[config.mk]
export PLATFORM = sky130hd
export DESIGN_NAME = psram_bus_bridge
export DESIGN_NICKNAME = d
export VERILOG_FILES = /design/src/rtl/psram_bus_bridge_pkg.sv /design/src/rtl/psram_bus_bridge_word_buf.sv /design/src/rtl/psram_bus_bridge.sv
export SDC_FILE = /design/constraint.sdc
export NUM_CORES = 1
export LEC_CHECK = 0
export CORE_ASPECT_RATIO = 2
export CORE_MARGIN = 5
export CORE_UTILIZATION = 49
export CTS_BUF_LIST = sky130_fd_sc_hd__clkbuf_16
export CTS_CLUSTER_SIZE = 20
export DETAILED_ROUTE_END_ITERATION = 16
export PLACE_DENSITY = 0.87
export SLEW_MARGIN = 10
export SYNTH_ARGS = -nofsm -noshare
export SYNTH_HDL_FRONTEND = slang
export SYNTH_SLANG_ARGS = --single-unit
[constraint.sdc]
create_clock -name clk_i -period 3.27 [get_ports clk_i]
set_input_delay 0.654 -clock clk_i [delete_from_list [all_inputs] [get_ports clk_i]]
set_output_delay 0.654 -clock clk_i [all_outputs]
set_load 0.01 [all_outputs]
[src/rtl/psram_bus_bridge_pkg.sv]
// Shared types and constants for the PSRAM request-side bridge.
//   - br_state_e : sequencer state encoding (2-bit)
//   - PsramBrBytes : bytes per word burst
//   - PsramBrTimeout : default XFER timeout in cycles
//   - align_word() : clears the byte-offset bits of an address
package psram_bus_bridge_pkg;

  typedef enum logic [1:0] {
    PsramBrIdle  = 2'd0,
    PsramBrIssue = 2'd1,
    PsramBrXfer  = 2'd2,
    PsramBrResp  = 2'd3
  } br_state_e;

  localparam int unsigned PsramBrBytes   = 4;
  localparam int unsigned PsramBrTimeout = 1024;

  function automatic logic [31:0] align_word(input logic [31:0] addr);
    return addr & ~32'h3;
  endfunction

endpackage

[src/rtl/psram_bus_bridge_word_buf.sv]
// 4x8 byte buffer for one word burst.
//   clk_i, rst_n_i : clock, async active-low reset (contents clear to 0)
//   load_i/load_data_i : parallel load of a full little-endian word
//   wr_en_i/wr_ptr_i/wr_data_i : single byte write at a pointer
//   rd_ptr_i/rd_byte_o : combinational byte read
//   word_o : full 32-bit read-out, byte 0 in bits [7:0]
module psram_bus_bridge_word_buf (
  input  logic        clk_i,
  input  logic        rst_n_i,
  input  logic        load_i,
  input  logic [31:0] load_data_i,
  input  logic        wr_en_i,
  input  logic [1:0]  wr_ptr_i,
  input  logic [7:0]  wr_data_i,
  input  logic [1:0]  rd_ptr_i,
  output logic [7:0]  rd_byte_o,
  output logic [31:0] word_o
);

  logic [3:0][7:0] bytes_q;

  always_ff @(posedge clk_i or negedge rst_n_i) begin
    if (!rst_n_i) begin
      bytes_q <= '0;
    end else if (load_i) begin
      bytes_q <= load_data_i;
    end else if (wr_en_i) begin
      bytes_q[wr_ptr_i] <= wr_data_i;
    end
  end

  assign rd_byte_o = bytes_q[rd_ptr_i];
  assign word_o    = bytes_q;

endmodule

[src/rtl/psram_bus_bridge.sv]
// Request-side sequencer in front of the PSRAM OPI core. Accepts one 32-bit
// word request, launches a 4-byte burst, feeds write bytes / packs read bytes,
// and returns a single response with an error flag.
//   clk_i, rst_n_i : clock, async active-low reset
//   en_i : gates acceptance of new requests only
//   req_* : request valid/ready channel (we, addr, wdata)
//   rsp_* : response valid/ready channel (rdata, err)
//   xfer_start_o/we_o/addr_o/abort_o : transaction control towards the core
//   wbyte_req_i/wbyte_o : write byte stream consumed by the core
//   rbyte_vld_i/rbyte_i : read byte stream produced by the core
//   xfer_done_i : core transaction complete pulse
module psram_bus_bridge
  import psram_bus_bridge_pkg::*;
#(
  parameter int unsigned TIMEOUT_CYC = PsramBrTimeout,
  parameter int unsigned TO_WIDTH    = 11
) (
  input  logic        clk_i,
  input  logic        rst_n_i,
  input  logic        en_i,
  input  logic        req_valid_i,
  output logic        req_ready_o,
  input  logic        req_we_i,
  input  logic [31:0] req_addr_i,
  input  logic [31:0] req_wdata_i,
  output logic        rsp_valid_o,
  input  logic        rsp_ready_i,
  output logic [31:0] rsp_rdata_o,
  output logic        rsp_err_o,
  output logic        xfer_start_o,
  output logic        xfer_we_o,
  output logic [31:0] xfer_addr_o,
  output logic        xfer_abort_o,
  input  logic        wbyte_req_i,
  output logic [7:0]  wbyte_o,
  input  logic        rbyte_vld_i,
  input  logic [7:0]  rbyte_i,
  input  logic        xfer_done_i
);

  localparam logic [2:0] PtrFull = 3'(PsramBrBytes);

  br_state_e           state_q, state_d;
  logic                we_q, we_d;
  logic [31:0]         addr_q, addr_d;
  logic [2:0]          wptr_q, wptr_d;
  logic [2:0]          rptr_q, rptr_d;
  logic [TO_WIDTH-1:0] cnt_q, cnt_d;
  logic                err_q, err_d;
  logic                ready_q, ready_d;
  logic                start_q, start_d;
  logic                abort_q, abort_d;

  logic                accept;
  logic                buf_load;
  logic                buf_wr;
  logic [7:0]          buf_byte;
  logic [31:0]         buf_word;

  // Ready comes from a flop so it reads 0 while reset is asserted.
  assign req_ready_o = ready_q & en_i;
  assign accept      = req_valid_i & req_ready_o;

  always_comb begin
    state_d  = state_q;
    we_d     = we_q;
    addr_d   = addr_q;
    wptr_d   = wptr_q;
    rptr_d   = rptr_q;
    cnt_d    = cnt_q;
    err_d    = err_q;
    start_d  = 1'b0;
    abort_d  = 1'b0;
    buf_load = 1'b0;
    buf_wr   = 1'b0;

    unique case (state_q)
      PsramBrIdle: begin
        if (accept) begin
          we_d     = req_we_i;
          addr_d   = align_word(req_addr_i);
          wptr_d   = '0;
          rptr_d   = '0;
          cnt_d    = '0;
          err_d    = 1'b0;
          start_d  = 1'b1;
          buf_load = 1'b1;
          state_d  = PsramBrIssue;
        end
      end

      PsramBrIssue: begin
        state_d = PsramBrXfer;
      end

      PsramBrXfer: begin
        cnt_d = cnt_q + TO_WIDTH'(1);
        if (wbyte_req_i) begin
          if (wptr_q == PtrFull) err_d = 1'b1;
          else                   wptr_d = wptr_q + 3'd1;
        end
        if (rbyte_vld_i) begin
          if (rptr_q == PtrFull) begin
            err_d = 1'b1;
          end else begin
            buf_wr = 1'b1;
            rptr_d = rptr_q + 3'd1;
          end
        end
        // Byte count uses the updated pointers so a byte coincident with
        // done is counted.
        if (xfer_done_i) begin
          if ((we_q ? wptr_d : rptr_d) != PtrFull) err_d = 1'b1;
          state_d = PsramBrResp;
        end else if (cnt_q == TO_WIDTH'(TIMEOUT_CYC - 1)) begin
          abort_d = 1'b1;
          err_d   = 1'b1;
          state_d = PsramBrResp;
        end
      end

      PsramBrResp: begin
        if (rsp_ready_i) state_d = PsramBrIdle;
      end

      default: state_d = PsramBrIdle;
    endcase
  end

  assign ready_d = (state_d == PsramBrIdle);

  always_ff @(posedge clk_i or negedge rst_n_i) begin
    if (!rst_n_i) begin
      state_q <= PsramBrIdle;
      we_q    <= 1'b0;
      addr_q  <= '0;
      wptr_q  <= '0;
      rptr_q  <= '0;
      cnt_q   <= '0;
      err_q   <= 1'b0;
      ready_q <= 1'b0;
      start_q <= 1'b0;
      abort_q <= 1'b0;
    end else begin
      state_q <= state_d;
      we_q    <= we_d;
      addr_q  <= addr_d;
      wptr_q  <= wptr_d;
      rptr_q  <= rptr_d;
      cnt_q   <= cnt_d;
      err_q   <= err_d;
      ready_q <= ready_d;
      start_q <= start_d;
      abort_q <= abort_d;
    end
  end

  psram_bus_bridge_word_buf u_word_buf (
    .clk_i       (clk_i),
    .rst_n_i     (rst_n_i),
    .load_i      (buf_load),
    .load_data_i (req_wdata_i),
    .wr_en_i     (buf_wr),
    .wr_ptr_i    (rptr_q[1:0]),
    .wr_data_i   (rbyte_i),
    .rd_ptr_i    (wptr_q[1:0]),
    .rd_byte_o   (buf_byte),
    .word_o      (buf_word)
  );

  assign rsp_valid_o  = (state_q == PsramBrResp);
  assign rsp_rdata_o  = (rsp_valid_o && !we_q) ? buf_word : 32'h0;
  assign rsp_err_o    = rsp_valid_o & err_q;
  assign xfer_start_o = start_q;
  assign xfer_abort_o = abort_q;
  assign xfer_we_o    = we_q;
  assign xfer_addr_o  = addr_q;
  // Past the fourth byte the core gets zeros.
  assign wbyte_o      = ((state_q == PsramBrXfer) && (wptr_q != PtrFull)) ? buf_byte : 8'h00;

endmodule

==> flow_summary.json, run 1 <==
{
  "numCtsBuffers": 9,
  "dr.pass1.iters": 4,
  "die_w_um": 77.2,
  "grt_max_degree": 87,
  "r2r_end": "u_word_buf.word_o[1]",
  "postSynth.asyncResetShare": 1.00,
  "slew_violations": 0,
  "io_pins": 159,
  "worstHoldPathCells": 2,
  "viasPerCell": 5.55,
  "crit_required_ns": 2.62,
  "via_count": 4042,
  "drt_iter0_markers": 248,
  "core_mm2": 0.00889,
  "cts.path.max_buffers": 2,
  "critical_path_class": "flop to output port",
  "htreeDepth": 3,
  "holdPathEnd": "xfer_addr_o[24]",
  "port_buffers": 154,
  "critPathLaunchType": "flop",
  "ant_nets": 0,
  "worstPathMaxFanout": 9,
  "cts_tree": "built",
  "routed_wl_mm": 12.9,
  "syn_area_mm2": 0.00442,
  "clock_sinks": 86,
  "root_buffer": "clkbuf_16",
  "seq_area_frac_synth": 0.487,
  "post-route-min-period_ns": 2.92,
  "reg2reg_depth": 5,
  "relSlewSlack": 0.282,
  "hold_class": "flop to flop",
  "hold_start": "xfer_addr_o[24]",
  "max_clock_freq_ghz": 0.342,
  "maxCapViolCount": 0,
  "drcViolationCount": 0,
  "nFillCells": 643,
  "powerDensity_mw_per_mm2": 801,
  "ys_ff_latch": 86,
  "place_area_mm2": 0.00601,
  "synth_edf_count": 0,
  "synth_cells": 476,
  "synthFlopType": "dfrtp_1",
  "nets": 709,
  "gp_congestion": 0.823,
  "diodes": 0,
  "path_clk_slew_ns": 0.06,
  "die_h_um": 144,
  "end_kind": "output port",
  "clock_skew_ns": 0.00506,
  "insertion_delay_ns": 0.34,
  "grt.total_usage": 0.229,
  "leakagePower_nw": 2.92,
  "initial_core_util": 0.497,
  "status": "complete, no violations",
  "fin_ws_ns": 0.349,
  "synth.distinct_cells": 43,
  "avgSynthCellArea_um2": 9.29,
  "setup_violations": 0,
  "area_growth_pct": 42.9,
  "fin_crit_sh": 0.893,
  "tns_ns": 0,
  "final_common_cell": "clkdlybuf4s50_1",
  "grt_first_pass_wirelength_mm": 20.4,
  "rsz0062_at_grt": "false",
  "dp_slack_ns": 0.592,
  "dp_hpwl_mm": 9.33,
  "cp.arrival_ns": 2.27,
  "tightest_slew_ns": 1.08,
  "drive_above_1_share": 0.0703,
  "gr-total-overflow": 0,
  "final_util": 0.710,
  "wire_per_inst_um": 17.7,
  "rr_startpoint": "state_q[0]",
  "rows": 49,
  "grt_pass1_vias": 4176,
  "fin_hold_ws_ns": 0.475,
  "postCtsSetupBuffers": 0,
  "die-area_mm2": 0.0111,
  "final_area_mm2": 0.00631,
  "ir_worst_vdd_v": 0.000525,
  "ff2ff_setup_slack_ns": 0.91,
  "antenna_found_initial": 0,
  "final_cell_mix": "clkdlybuf4s50_1 (153), nand2_1 (140), dfrtp_1 (86)",
  "ctsHoldBuffers": 0,
  "yosysWarnings": 0,
  "cts_resized": 0,
  "hold_viol_final": 0
}
==> metal layers <==
metal	global-route usage	vias up	share of wire
li1	-	1884	-
met1	0.266	1952	0.36
met2	0.397	166	0.54
met3	0.0418	40	0.051
met4	0.122	0	0.042
met5	0	-	0
==> synth_stat cells (2+ instances only) <==
cell	number	area (µm²)
a21oi_1	9	45.0
o21ai_0	52	260
and2_1	35	219
ha_1	7	87.6
buf_4	3	22.5
and3_1	10	62.6
a31oi_1	3	18.8
mux4_2	8	180
nand2_1	140	526
clkbuf_1	19	71.3
mux2i_1	35	350
dfrtp_1	86	2150
and3_4	2	22.5
inv_1	8	30.0
nor2_1	13	48.8
nor2b_1	2	12.5
nand2_2	3	18.8
o211ai_1	2	15.0
nand2b_1	2	12.5
a32o_1	2	20.0
nor3_1	2	10.0
nand3_1	7	35.0
buf_2	4	20.0
nand4_1	3	18.8
==> how the worst max path moves through the flow <==
stage / startpoint / cells past startpoint / slack (ns) / endpoint
final: wptr_q[0] / 4 / 0.35 / wbyte_o[2]
after global routing: wptr_q[0] / 4 / 0.22 / wbyte_o[0]
after CTS: wptr_q[0] / 4 / 0.35 / wbyte_o[2]
after detailed placement: rbyte_vld_i / 5 / 0.59 / u_word_buf.word_o[5]
after global placement: rbyte_vld_i / 5 / 0.66 / u_word_buf.word_o[2]
after floorplan: wptr_q[0] / 8 / 1.18 / err_q
==> stage by stage <==
| step | instances | power [mW] |
|---|---|---|
| after floorplan | 477 | 2.97 |
| after global placement | 712 | 3.95 |
| after detailed placement | 712 | 4.05 |
| after CTS | 728 | 5.08 |
| after global routing | 728 | 5.38 |
| final | 728 | 5.06 |
==> critical path, stage by stage, from the launching register on <==
cell	delay [ns]
dfrtp_1	0.43
buf_4	0.27
mux4_2	0.52
and3_1	0.21
clkdlybuf4s50_1	0.49
==> logic make-up (layout without fill, tap and decap cells) <==
family | after synthesis | count (layout) | share of synthesized area
other | 1 | 2 | 0.000848
AND/OR/NAND/NOR | 226 | 226 | 0.239
flip-flops | 86 | 86 | 0.487
AO/OA/AOI/OAI | 75 | 75 | 0.0940
buffers and inverters | 37 | 186 | 0.0368
multiplexers | 44 | 44 | 0.123
adder cells (fa/ha/maj) | 7 | 7 | 0.0198
==> layout make-up <==
type	instances	area, µm²	area share
clock inverters	7	75.1	0.0119
repair buffers	161	1590	0.252
clock buffers	9	225	0.0357
flip-flops and latches	86	2150	0.341
well taps	102	128	0.0202
multi-input cells	354	2110	0.334
inverters	9	33.8	0.00535
==> registers in the layout (all words and copies together) (netlist names) <==
register / cells
cnt_q: 11
err_q: 1
ready_q: 1
rptr_q: 3
state_q: 2
u_word_buf.word_o: 32
wptr_q: 3
xfer_abort_o: 1
xfer_addr_o: 30
xfer_start_o: 1
xfer_we_o: 1
==> report_power, final <==
part           internal [mW]  switching (mW)  total [mW]
logic                   1.17            1.05        2.22
registers               1.49           0.337        1.82
clock network          0.592           0.421        1.01
total                   3.25            1.81        5.06
Note: power is estimated with default switching activity, not from simulation.
==> run 2, diff against run 1 <==
- CAP_MARGIN: default -> 20
==> run 2 against run 1 <==
Net effect: fmax grew 0.15%; critical path type unchanged; sequential power is essentially flat; sequential cell count is the same; largest power group unchanged; clock power is essentially flat; design area grew 0.44%; core utilization grew 0.31 points.
==> flow_summary.json, run 2 (synthesized netlist as in run 1, its figures left out) <==
{
  "status": "complete, no violations",
  "gp_congestion": 0.823,
  "final_cell_mix": "clkdlybuf4s50_1 (153), nand2_1 (140), dfrtp_1 (86)",
  "diodes": 0,
  "clock_sinks": 86,
  "numCtsBuffers": 9,
  "maxCapViolCount": 0,
  "drcViolationCount": 0,
  "tightest_slew_ns": 0.572,
  "crit_required_ns": 2.62,
  "p_int_mw": 3.25,
  "ctsHoldBuffers": 0,
  "combPwrFrac": 0.440,
  "slew_violations": 0,
  "end_kind": "output port",
  "switching_share": 0.359,
  "viasPerCell": 5.52,
  "critPathSlowestCell": "clkdlybuf4s50_1",
  "leakagePower_nw": 2.94,
  "die-area_mm2": 0.0111,
  "grt_first_pass_wirelength_mm": 20.4,
  "powerDensity_mw_per_mm2": 800,
  "rsz0062_at_grt": "false",
  "nets": 710,
  "postCtsSetupBuffers": 0,
  "cts_resized": 0,
  "ir_worst_vdd_v": 0.000526,
  "routed_wl_mm": 13.0,
  "core_mm2": 0.00889,
  "grt.total_usage": 0.229,
  "clock_skew_ns": 0.00572,
  "critPathMostFrequentCell": "and2_1",
  "wire_per_inst_um": 17.9,
  "io_pins": 159,
  "hold_class": "input port to asynchronous set/reset pin",
  "drive_above_1_share": 0.0718,
  "tns_ns": 0,
  "fin_crit_sh": 0.892,
  "p_clk_frac": 0.200,
  "die_w_um": 77.2,
  "root_buffer": "clkbuf_16",
  "worstPathCellList": "and2_1 > nor2b_1 > buf_4 > and2_1 > clkdlybuf4s50_1",
  "setup_violations": 0,
  "path_clk_slew_ns": 0.07,
  "htreeDepth": 3,
  "cts_tree": "built",
  "largest_reg_flops": 32,
  "via_count": 4026,
  "max_clock_freq_ghz": 0.343,
  "slowest_delay_ns": 0.55,
  "grt_pass1_vias": 4176,
  "worstPathMaxFanout": 32,
  "critical_path_class": "flop to output port",
  "post-route-min-period_ns": 2.92,
  "ant_nets": 0,
  "cts.path.max_buffers": 2,
  "relSlewSlack": 0.619,
  "netSwitchingPower_mw": 1.82,
  "gr-total-overflow": 0,
  "area_growth_pct": 43.5,
  "cp.arrival_ns": 2.26,
  "rows": 49,
  "drt_iter0_markers": 248,
  "initial_core_util": 0.497,
  "final_area_mm2": 0.00634,
  "insertion_delay_ns": 0.34,
  "critPathLaunchType": "flop",
  "hold_viol_final": 0,
  "final_common_cell": "clkdlybuf4s50_1",
  "port_buffers": 154,
  "grt_max_degree": 87,
  "fin_ws_ns": 0.353,
  "seqPwrFrac": 0.360,
  "place_area_mm2": 0.00601,
  "antenna_found_initial": 0,
  "die_h_um": 144,
  "dr.pass1.iters": 5,
  "dp_slack_ns": 0.592,
  "dp_hpwl_mm": 9.33
}
run 2: cell count changes in the layout (fill, tap and decap cells not counted):
cell,previous run,this run
buf_16,0,1
run 2: power groups by stage:
| stage | registers, mW | clock network [mW] | logic [mW] |
|---|---|---|---|
| after floorplan | 1.80 | 0 | 1.16 |
| after global placement | 1.80 | 0 | 2.15 |
| after detailed placement | 1.83 | 0 | 2.21 |
| after CTS | 1.82 | 1.03 | 2.23 |
| after global routing | 1.88 | 1.08 | 2.43 |
| final | 1.83 | 1.01 | 2.23 |
run 2: worst max-delay path, delay by kind of cell (launching register included):
family                 cells  cell delay, ns
buffers and inverters      2            0.85
AND/OR/NAND/NOR            3            0.60
flip-flops                 1            0.46
run 2: per-layer routing:
| metal | share of wire | track usage | vias to the layer above |
|---|---|---|---|
| li1 | - | - | 1887 |
| met1 | 0.36 | 0.266 | 1939 |
| met2 | 0.55 | 0.397 | 152 |
| met3 | 0.052 | 0.0418 | 48 |
| met4 | 0.042 | 0.122 | 0 |
| met5 | 0 | 0 | - |
run 2: worst paths after layout:
check | from | endpoint | slack, ns | cells past startpoint
max | state_q[0] | rsp_rdata_o[1] | 0.35 | 5
max in group asynchronous | rst_n_i | rptr_q[1] | 2.47 | 2
min in group clk_i | xfer_addr_o[24] | xfer_addr_o[24] | 0.48 | 2
max reg2reg | state_q[0] | u_word_buf.word_o[1] | 0.90 | 5
min | rst_n_i | xfer_addr_o[27] | 0.18 | 1
min reg2reg | xfer_addr_o[24] | xfer_addr_o[24] | 0.48 | 2
run 2: final cells by class:
class | count | area (µm²)
sequential | 86 | 2150
inverter | 9 | 33.8
clock buffer | 9 | 225
timing repair buffer | 162 | 1620
multi-input combinational | 354 | 2110
clock inverter | 7 | 75.1
tap | 102 | 128
fill | 633 | 2550
run 2: stage by stage:
step	power [mW]	hold slack [ns]	utilization	std cells
CTS	5.08	0.477	0.710	728
detailed placement	4.05	0.461	0.677	712
floorplan	2.97	0.358	-	477
finish	5.07	0.185	0.713	729
global placement	3.95	0.458	0.677	712
global route	5.39	0.189	0.713	729
